`src/rtl/fetcher_if.sv`:
```
// Program-memory read bus between the fetcher (master) and instruction memory (slave).
interface fetcher_if #(
  parameter int unsigned ADDR_BITS = 8,
  parameter int unsigned DATA_BITS = 16
);
  logic                 mem_read_valid;
  logic [ADDR_BITS-1:0] mem_read_address;
  logic                 mem_read_ready;
  logic [DATA_BITS-1:0] mem_read_data;

  modport master (
    output mem_read_valid,
    output mem_read_address,
    input  mem_read_ready,
    input  mem_read_data
  );

  modport slave (
    input  mem_read_valid,
    input  mem_read_address,
    output mem_read_ready,
    output mem_read_data
  );
endinterface

```
`src/rtl/fetcher.sv`:
```
// Instruction fetcher with a one-entry reuse buffer. A fetch of the PC held in
// the buffer completes in one cycle without touching memory; any other fetch
// issues a program-memory read and refills the buffer when it returns.
module fetcher #(
  parameter int unsigned PROGRAM_MEM_ADDR_BITS = 8,
  parameter int unsigned PROGRAM_MEM_DATA_BITS = 16
) (
  input  logic                             clk,
  input  logic                             reset,
  input  logic [3:0]                       core_state,
  input  logic [PROGRAM_MEM_ADDR_BITS-1:0] current_pc,
  input  logic                             flush,
  fetcher_if.master                        mem,
  output logic [2:0]                       fetcher_state,
  output logic [PROGRAM_MEM_DATA_BITS-1:0] instruction,
  output logic [7:0]                       hit_count
);

  localparam logic [3:0] CoreFetch  = 4'b0001;
  localparam logic [3:0] CoreDecode = 4'b0010;

  typedef enum logic [2:0] {
    StIdle     = 3'b000,
    StFetching = 3'b001,
    StFetched  = 3'b010
  } state_e;

  state_e                           state_q;
  logic                             valid_q;
  logic [PROGRAM_MEM_ADDR_BITS-1:0] addr_q;
  logic [PROGRAM_MEM_DATA_BITS-1:0] instr_q;
  logic [PROGRAM_MEM_ADDR_BITS-1:0] buf_pc_q;
  logic [PROGRAM_MEM_DATA_BITS-1:0] buf_instr_q;
  logic                             buf_valid_q;
  logic [7:0]                       hit_q;

  // A flush on the same edge as a would-be hit forces the miss path.
  logic hit;
  assign hit = buf_valid_q && (buf_pc_q == current_pc) && !flush;

  // Fetch FSM, reuse buffer and hit counter; all outputs are registered.
  always_ff @(posedge clk or negedge reset) begin
    if (!reset) begin
      state_q     <= StIdle;
      valid_q     <= 1'b0;
      addr_q      <= '0;
      instr_q     <= '0;
      buf_pc_q    <= '0;
      buf_instr_q <= '0;
      buf_valid_q <= 1'b0;
      hit_q       <= 8'd0;
    end else begin
      unique case (state_q)
        StIdle: begin
          if (core_state == CoreFetch) begin
            if (hit) begin
              instr_q <= buf_instr_q;
              state_q <= StFetched;
              if (hit_q != 8'hFF) hit_q <= hit_q + 8'd1;
            end else begin
              valid_q <= 1'b1;
              addr_q  <= current_pc;
              state_q <= StFetching;
            end
          end
        end
        StFetching: begin
          if (mem.mem_read_ready) begin
            instr_q     <= mem.mem_read_data;
            valid_q     <= 1'b0;
            state_q     <= StFetched;
            buf_pc_q    <= addr_q;
            buf_instr_q <= mem.mem_read_data;
            buf_valid_q <= 1'b1;
          end
        end
        StFetched: begin
          if (core_state == CoreDecode) state_q <= StIdle;
        end
        default: state_q <= StIdle;
      endcase
      // Flush overrides any refill on the same edge; the delivered instruction stands.
      if (flush) buf_valid_q <= 1'b0;
    end
  end

  assign mem.mem_read_valid   = valid_q;
  assign mem.mem_read_address = addr_q;
  assign fetcher_state        = state_q;
  assign instruction          = instr_q;
  assign hit_count            = hit_q;

endmodule

```
`src/flat_wrapper.sv`:
```
// flat-port wrapper written by rule: the top's interface ports become plain ports
module fetcher_flat 
#(
  parameter int unsigned PROGRAM_MEM_ADDR_BITS = 8,
  parameter int unsigned PROGRAM_MEM_DATA_BITS = 16
)
  (clk, reset, core_state, current_pc, flush, fetcher_state, instruction, hit_count, mem_mem_read_valid, mem_mem_read_address, mem_mem_read_ready, mem_mem_read_data);
  fetcher_if #(.ADDR_BITS(8), .DATA_BITS(16)) mem_i ();
  input  logic clk;
  input  logic reset;
  input  logic [3:0] core_state;
  input  logic [PROGRAM_MEM_ADDR_BITS-1:0] current_pc;
  input  logic flush;
  output logic [2:0] fetcher_state;
  output logic [PROGRAM_MEM_DATA_BITS-1:0] instruction;
  output logic [7:0] hit_count;
  output wire logic [$bits(mem_i.mem_read_valid)-1:0] mem_mem_read_valid;
  output wire logic [$bits(mem_i.mem_read_address)-1:0] mem_mem_read_address;
  input wire logic [$bits(mem_i.mem_read_ready)-1:0] mem_mem_read_ready;
  input wire logic [$bits(mem_i.mem_read_data)-1:0] mem_mem_read_data;
  assign mem_mem_read_valid = mem_i.mem_read_valid;
  assign mem_mem_read_address = mem_i.mem_read_address;
  assign mem_i.mem_read_ready = mem_mem_read_ready;
  assign mem_i.mem_read_data = mem_mem_read_data;
  fetcher #(.PROGRAM_MEM_ADDR_BITS(PROGRAM_MEM_ADDR_BITS), .PROGRAM_MEM_DATA_BITS(PROGRAM_MEM_DATA_BITS)) u_core (.clk(clk), .reset(reset), .core_state(core_state), .current_pc(current_pc), .flush(flush), .mem(mem_i), .fetcher_state(fetcher_state), .instruction(instruction), .hit_count(hit_count));
endmodule
```
`config.mk`:
```
export PLATFORM = sky130hd
export DESIGN_NAME = fetcher_flat
export DESIGN_NICKNAME = d
export VERILOG_FILES = /design/src/rtl/fetcher_if.sv /design/src/rtl/fetcher.sv /design/src/flat_wrapper.sv
export SDC_FILE = /design/constraint.sdc
export NUM_CORES = 1
export LEC_CHECK = 0
export ABC_AREA = 1
export BUFFER_PORTS_ARGS = -buffer_cell sky130_fd_sc_hd__buf_2
export CAP_MARGIN = 20
export CORE_UTILIZATION = 53
export DETAILED_ROUTE_END_ITERATION = 12
export PLACE_DENSITY = 0.86
export SETUP_SLACK_MARGIN = 0.05
export SLEW_MARGIN = 20
export SYNTH_ARGS = -nofsm -noshare
export SYNTH_HDL_FRONTEND = slang
export SYNTH_SLANG_ARGS = --single-unit
```
`constraint.sdc`:
```
create_clock -name clk -period 2.1 [get_ports clk]
set_clock_uncertainty 0.2 [all_clocks]
set_input_delay 0.42 -clock clk [delete_from_list [all_inputs] [get_ports clk]]
set_output_delay 0.42 -clock clk [all_outputs]
set_load 0.01 [all_outputs]
```
Word level (Yosys, flattened, before mapping) --
Index checks and enable logic that the tools add are counted.
Storage, ports and cells: bits in registers 61, bits in latches 0, RAM bits 0, bits in read-only memories 0, input port bits 32, output and inout bits 36, word-level logic and storage cells 51, memories kept 0
Cells by class: add/subtract/negate cells 1, $mul 0, div/mod/pow operators 0, $lt $le $gt $ge 0, equality and inequality tests 11, shift operators 0, mux-type cells 16, bitwise gates (word level) 1, reduce and logical (&&, ||, !) cells 14
Operators with widths (number):
- $mux 16 | 3
- $pmux 16 s2 | 1
- $reduce_and 4->1 | 3
- $mux 3 | 3
- $pmux 3 s3 | 1
- $add 8x1->8 const B | 1
- $eq 8x8->1 | 1
- $ne 8x8->1 const B | 1
- $mux 1 | 6
- $ne 2x1->1 const B | 3
- $reduce_and 3->1 | 2
- $reduce_bool 2->1 | 3
- $eq 4x1->1 const B | 1
- $eq 4x2->1 const B | 1
- $ne 2x2->1 const B | 2
- $reduce_and 2->1 | 2
- $eq 3x1->1 const B | 1
- $eq 3x2->1 const B | 1
- $logic_not 3->1 | 1
- $logic_and 1x1->1 | 2
- $mux 2 | 1
- $pmux 1 s2 | 1
- $logic_not 1->1 | 1
- $not 1->1 | 1

Depth between registers and ports, before layout --
depth after elaboration 6, mapped depth 11, gate-level depth less buffers 10

Least setup slack after synthesis --
OpenSTA, ideal clock, no wires.
path type input-to-reg, from in current_pc[0], to reg u_core.instr_q[10] (netlist: u_core.instruction[10]), setup time 0.117 ns, arrival time 1.315 ns, data required time 1.783 ns, setup slack 0.468 ns, stages 11, buffers on the path 1, path through inv_1 -> nor2_1 -> nor2_1 -> nand2_1 -> nor2_2 -> nand3_4 -> nand2_4 -> nand2_4 -> buf_6 -> nand2_1 -> nand2_1
Between the ends: cells in the longest elaborated chain, start to end 5
Ends and longest elaborated chain:
- from (decl) | RTL line flat_wrapper.sv:12 | input logic [PROGRAM_MEM_ADDR_BITS-1:0] current_pc;
- $eq 8x8->1 | RTL line fetcher.sv:39 | assign hit = buf_valid_q && (buf_pc_q == current_pc) && !flush;
- $logic_and 1x1->1 (2 in series) | RTL line fetcher.sv:39
- $ne 2x1->1 (no line)
- $reduce_and 4->1 (no line)
- to (signal assigned) | RTL line fetcher.sv:57 | instr_q <= buf_instr_q;
- to (signal assigned) | RTL line fetcher.sv:69 | instr_q <= mem.mem_read_data;
- to (decl) | RTL line fetcher.sv:31 | logic [PROGRAM_MEM_DATA_BITS-1:0] instr_q;
Every way passes these cells. A chain may end at the register's enable or synchronous reset.

Final worst setup path --
from reg u_core.state_q[1] (netlist: u_core.fetcher_state[1]), to reg u_core.hit_q[1] (netlist: u_core.hit_count[1])
Between the ends: cells in the longest elaborated chain, start to end 2
Ends and longest elaborated chain:
- from (decl) | RTL line fetcher.sv:28 | state_e state_q;
- from (signal assigned) | RTL line fetcher.sv:44 | state_q <= StIdle;
- from (signal assigned) | RTL line fetcher.sv:58 | state_q <= StFetched;
- from (signal assigned) | RTL line fetcher.sv:63 | state_q <= StFetching;
- $logic_not 3->1 | RTL line fetcher.sv:53 | unique case (state_q)
- $reduce_and 4->1 (no line)
- to (signal assigned) | RTL line fetcher.sv:59 | if (hit_q != 8'hFF) hit_q <= hit_q + 8'd1;
- to (decl) | RTL line fetcher.sv:35 | logic [7:0] hit_q;
Every way passes these cells.

==> metrics.yaml <==
final_area_sq_um: 3570
pre_cts_ws_ps: 125
fillers: 433
fin_hold_ws_ps: 70.8
finalMaxSlewViolations: 0
drive_above_1_share: 0.241
nNetsFinal: 463
total_power_mw: 4.47
dieArea_sq_um: 5780
startpoint_type: "register"
synth_top_area_cell: "dfrtp_1"
grt_use_total: 0.249
grt_max_degree: 61
r2r_slack_ps: 250
post_dp_cell_area_sq_um: 3310
cp_max_fo: 8
root_buffer: "clkbuf_8"
clock_latency_ps: 340
dr.pass1.iters: 4
yosysSeqAreaShare: 0.517
p_sw_mw: 1.54
cts_max_path_buffers: 2
maxCapViolations: 0
cp.required_ps: 2130
drtIter0Drc: 217
post_cts_buffers: 0
postLayoutSetupSlackWorst_ps: 254
postSynthCellCount: 359
yosysMostFrequentCell: "nand2_1"
power_leakage_nw: 2.02
diodes: 0
arrival_ps: 1880
hold_viol: 0
synth_warnings: 0
clkSlewWorstSetupHoldPaths_ps: 70
antenna_found_initial: 0
hold_path.class: "in2reg"
synth_top_area_share: 0.517
portBuffers: 66
cts_tree: "yes"
rr_worst_depth: 8
wire_per_inst_um: 12.9
drc_errors: 0
initial_core_util: 0.558
synth_seq_cells: 60
holdPathEnd: "u_core.buf_valid_q"
status: "complete, no violations"
viasPerCell: 5.13
synthArstFlopShare: 1.00
dpl.hpwl_mm: 4.45
p_comb_frac: 0.292
io_pins: 68
yosys-top-cells-area: "dfrtp_1 52%, nand2_1 16%, o21ai_0 6.5%"
switching_share: 0.345
syn_area_sq_um: 2900
netlist_top_cells_count: "122 x nand2_1, 60 x dfrtp_1, 38 x o21ai_0, 35 x inv_1, 20 x nand3_1"
core_sq_um: 5200
cts_sinks: 60
die_y_um: 76.0
clockPowerShare: 0.291
max_freq_mhz: 542
cts-buffers-inserted: 9
grt_pass1_vias: 2530
syn2layout_area_growth_pct: 22.8
row_count: 26
setup_tns_ps: 0
rsz0062_at_grt: "no"
gp_congestion: 0.803
synth_nets: 392
syn_area_per_cell_sq_um: 8.09
dominantRegCellSynth: "dfrtp_1"
seqPwrFrac: 0.417
postLayoutCoreUtil: 0.685
grt-ovfl-total: 0
synth_cell_types: 28
stdcell_count: 505
timing.final.crit_share: 0.879
setup_viol: 0
ant_nets: 0
routed_wl_mm: 6.53
synth_edf_count: 0
layout_min_cycle_time_ps: 1850
power_density_nw_per_um2: 1250
die_w_um: 76.0
numPlacedInstances: 488
relSlewSlack: 0.464
rr_startpoint: "u_core.fetcher_state[1]"
r2r-end: "u_core.hit_count[1]"
cts_resized: 0
hold_path.startpoint: "flush"
holdPathStages: 2
grt_pass1_wl_mm: 11.1
vias: 2590
end_kind: "register"
crit_type: "reg2reg"
cts-htree-levels: 3
tightest_slew_ps: 804
ir_drop_v: 0.000678
intPower_mw: 2.93
==> routing by layer <==
layer  part of all wire  track usage
met1               0.43        0.279
met2               0.50        0.436
met4              0.029        0.140
met3              0.049       0.0563
met5                  0            0
==> power by group through the flow <==
stage | Clock [mW] | Combinational (mW) | Sequential, mW
CTS | 1.31 | 1.32 | 1.86
global route | 1.36 | 1.49 | 1.92
global placement | 0 | 1.25 | 1.86
floorplan | 0 | 0.761 | 1.93
detailed placement | 0 | 1.31 | 1.87
finish | 1.30 | 1.31 | 1.87
==> repair_timing <==
item                                    4_1_cts  5_1_grt
endpoints found under the hold margin        60        0
hold buffers                                  1        0
endpoints found under the setup margin        0        0
==> sequential cells by signal, indices dropped and copies added (netlist names) <==
name and flops:
u_core.mem.mem_read_address 8, u_core.buf_pc_q 8, u_core.fetcher_state 2, u_core.buf_instr_q 16
u_core.buf_valid_q 1, u_core.hit_count 8, u_core.instruction 16, u_core.mem.mem_read_valid 1
==> placed cells by master (no fill, tap or decap), types with 3 or more instances in the layout <==
cell and n:
inv_2 5, o21ai_0 38, a21oi_1 8, o21ai_1 5, clkbuf_8 10, xor2_1 4
buf_4 5, xnor2_1 4, buf_2 66, nand2_1 122, bufinv_16 3, nor2_1 15
nand4_1 12, inv_1 35, dfrtp_1 60, nor2_2 3, nand3_1 20
==> worst max path at each step <==
stage	start	end	cells after the start	slack, ps
after floorplan	current_pc[0]	u_core.instruction[10]	11	470
after global placement	current_pc[6]	u_core.instruction[10]	9	210
after detailed placement	current_pc[0]	u_core.instruction[7]	11	130
after CTS	u_core.fetcher_state[1]	u_core.hit_count[1]	8	240
after global routing	u_core.fetcher_state[0]	u_core.instruction[13]	7	60
final	u_core.fetcher_state[1]	u_core.hit_count[1]	8	250
==> cell type report <==
type | count | area, sq um | area share
timing repair buffer | 73 | 398 | 0.112
inverter | 40 | 150 | 0.0421
sequential | 60 | 1500 | 0.421
clock buffer | 10 | 138 | 0.0386
multi-input combinational | 246 | 1180 | 0.331
tap | 70 | 87.6 | 0.0246
clock inverter | 6 | 111 | 0.0312
==> critical path: stages, from the launching register on <==
cell,delay (ps)
dfrtp_1,430
nor2_2,230
nand4_1,200
inv_2,140
o21ai_1,100
inv_2,150
nand3_4,130
nand2_1,120
nand2_1,50
==> logic make-up (layout without fill, tap and decap cells) <==
group,after synthesis,count (layout),synth area share
simple gates,182,182,0.279
flops,60,60,0.517
buf+inv,53,129,0.0763
compound gates,52,52,0.0905
xor+xnor,8,8,0.0241
mux,2,2,0.00775
fa+ha+maj,1,1,0.00431
other cells,1,1,0.00129
Power figures use the tool's default switching activity.
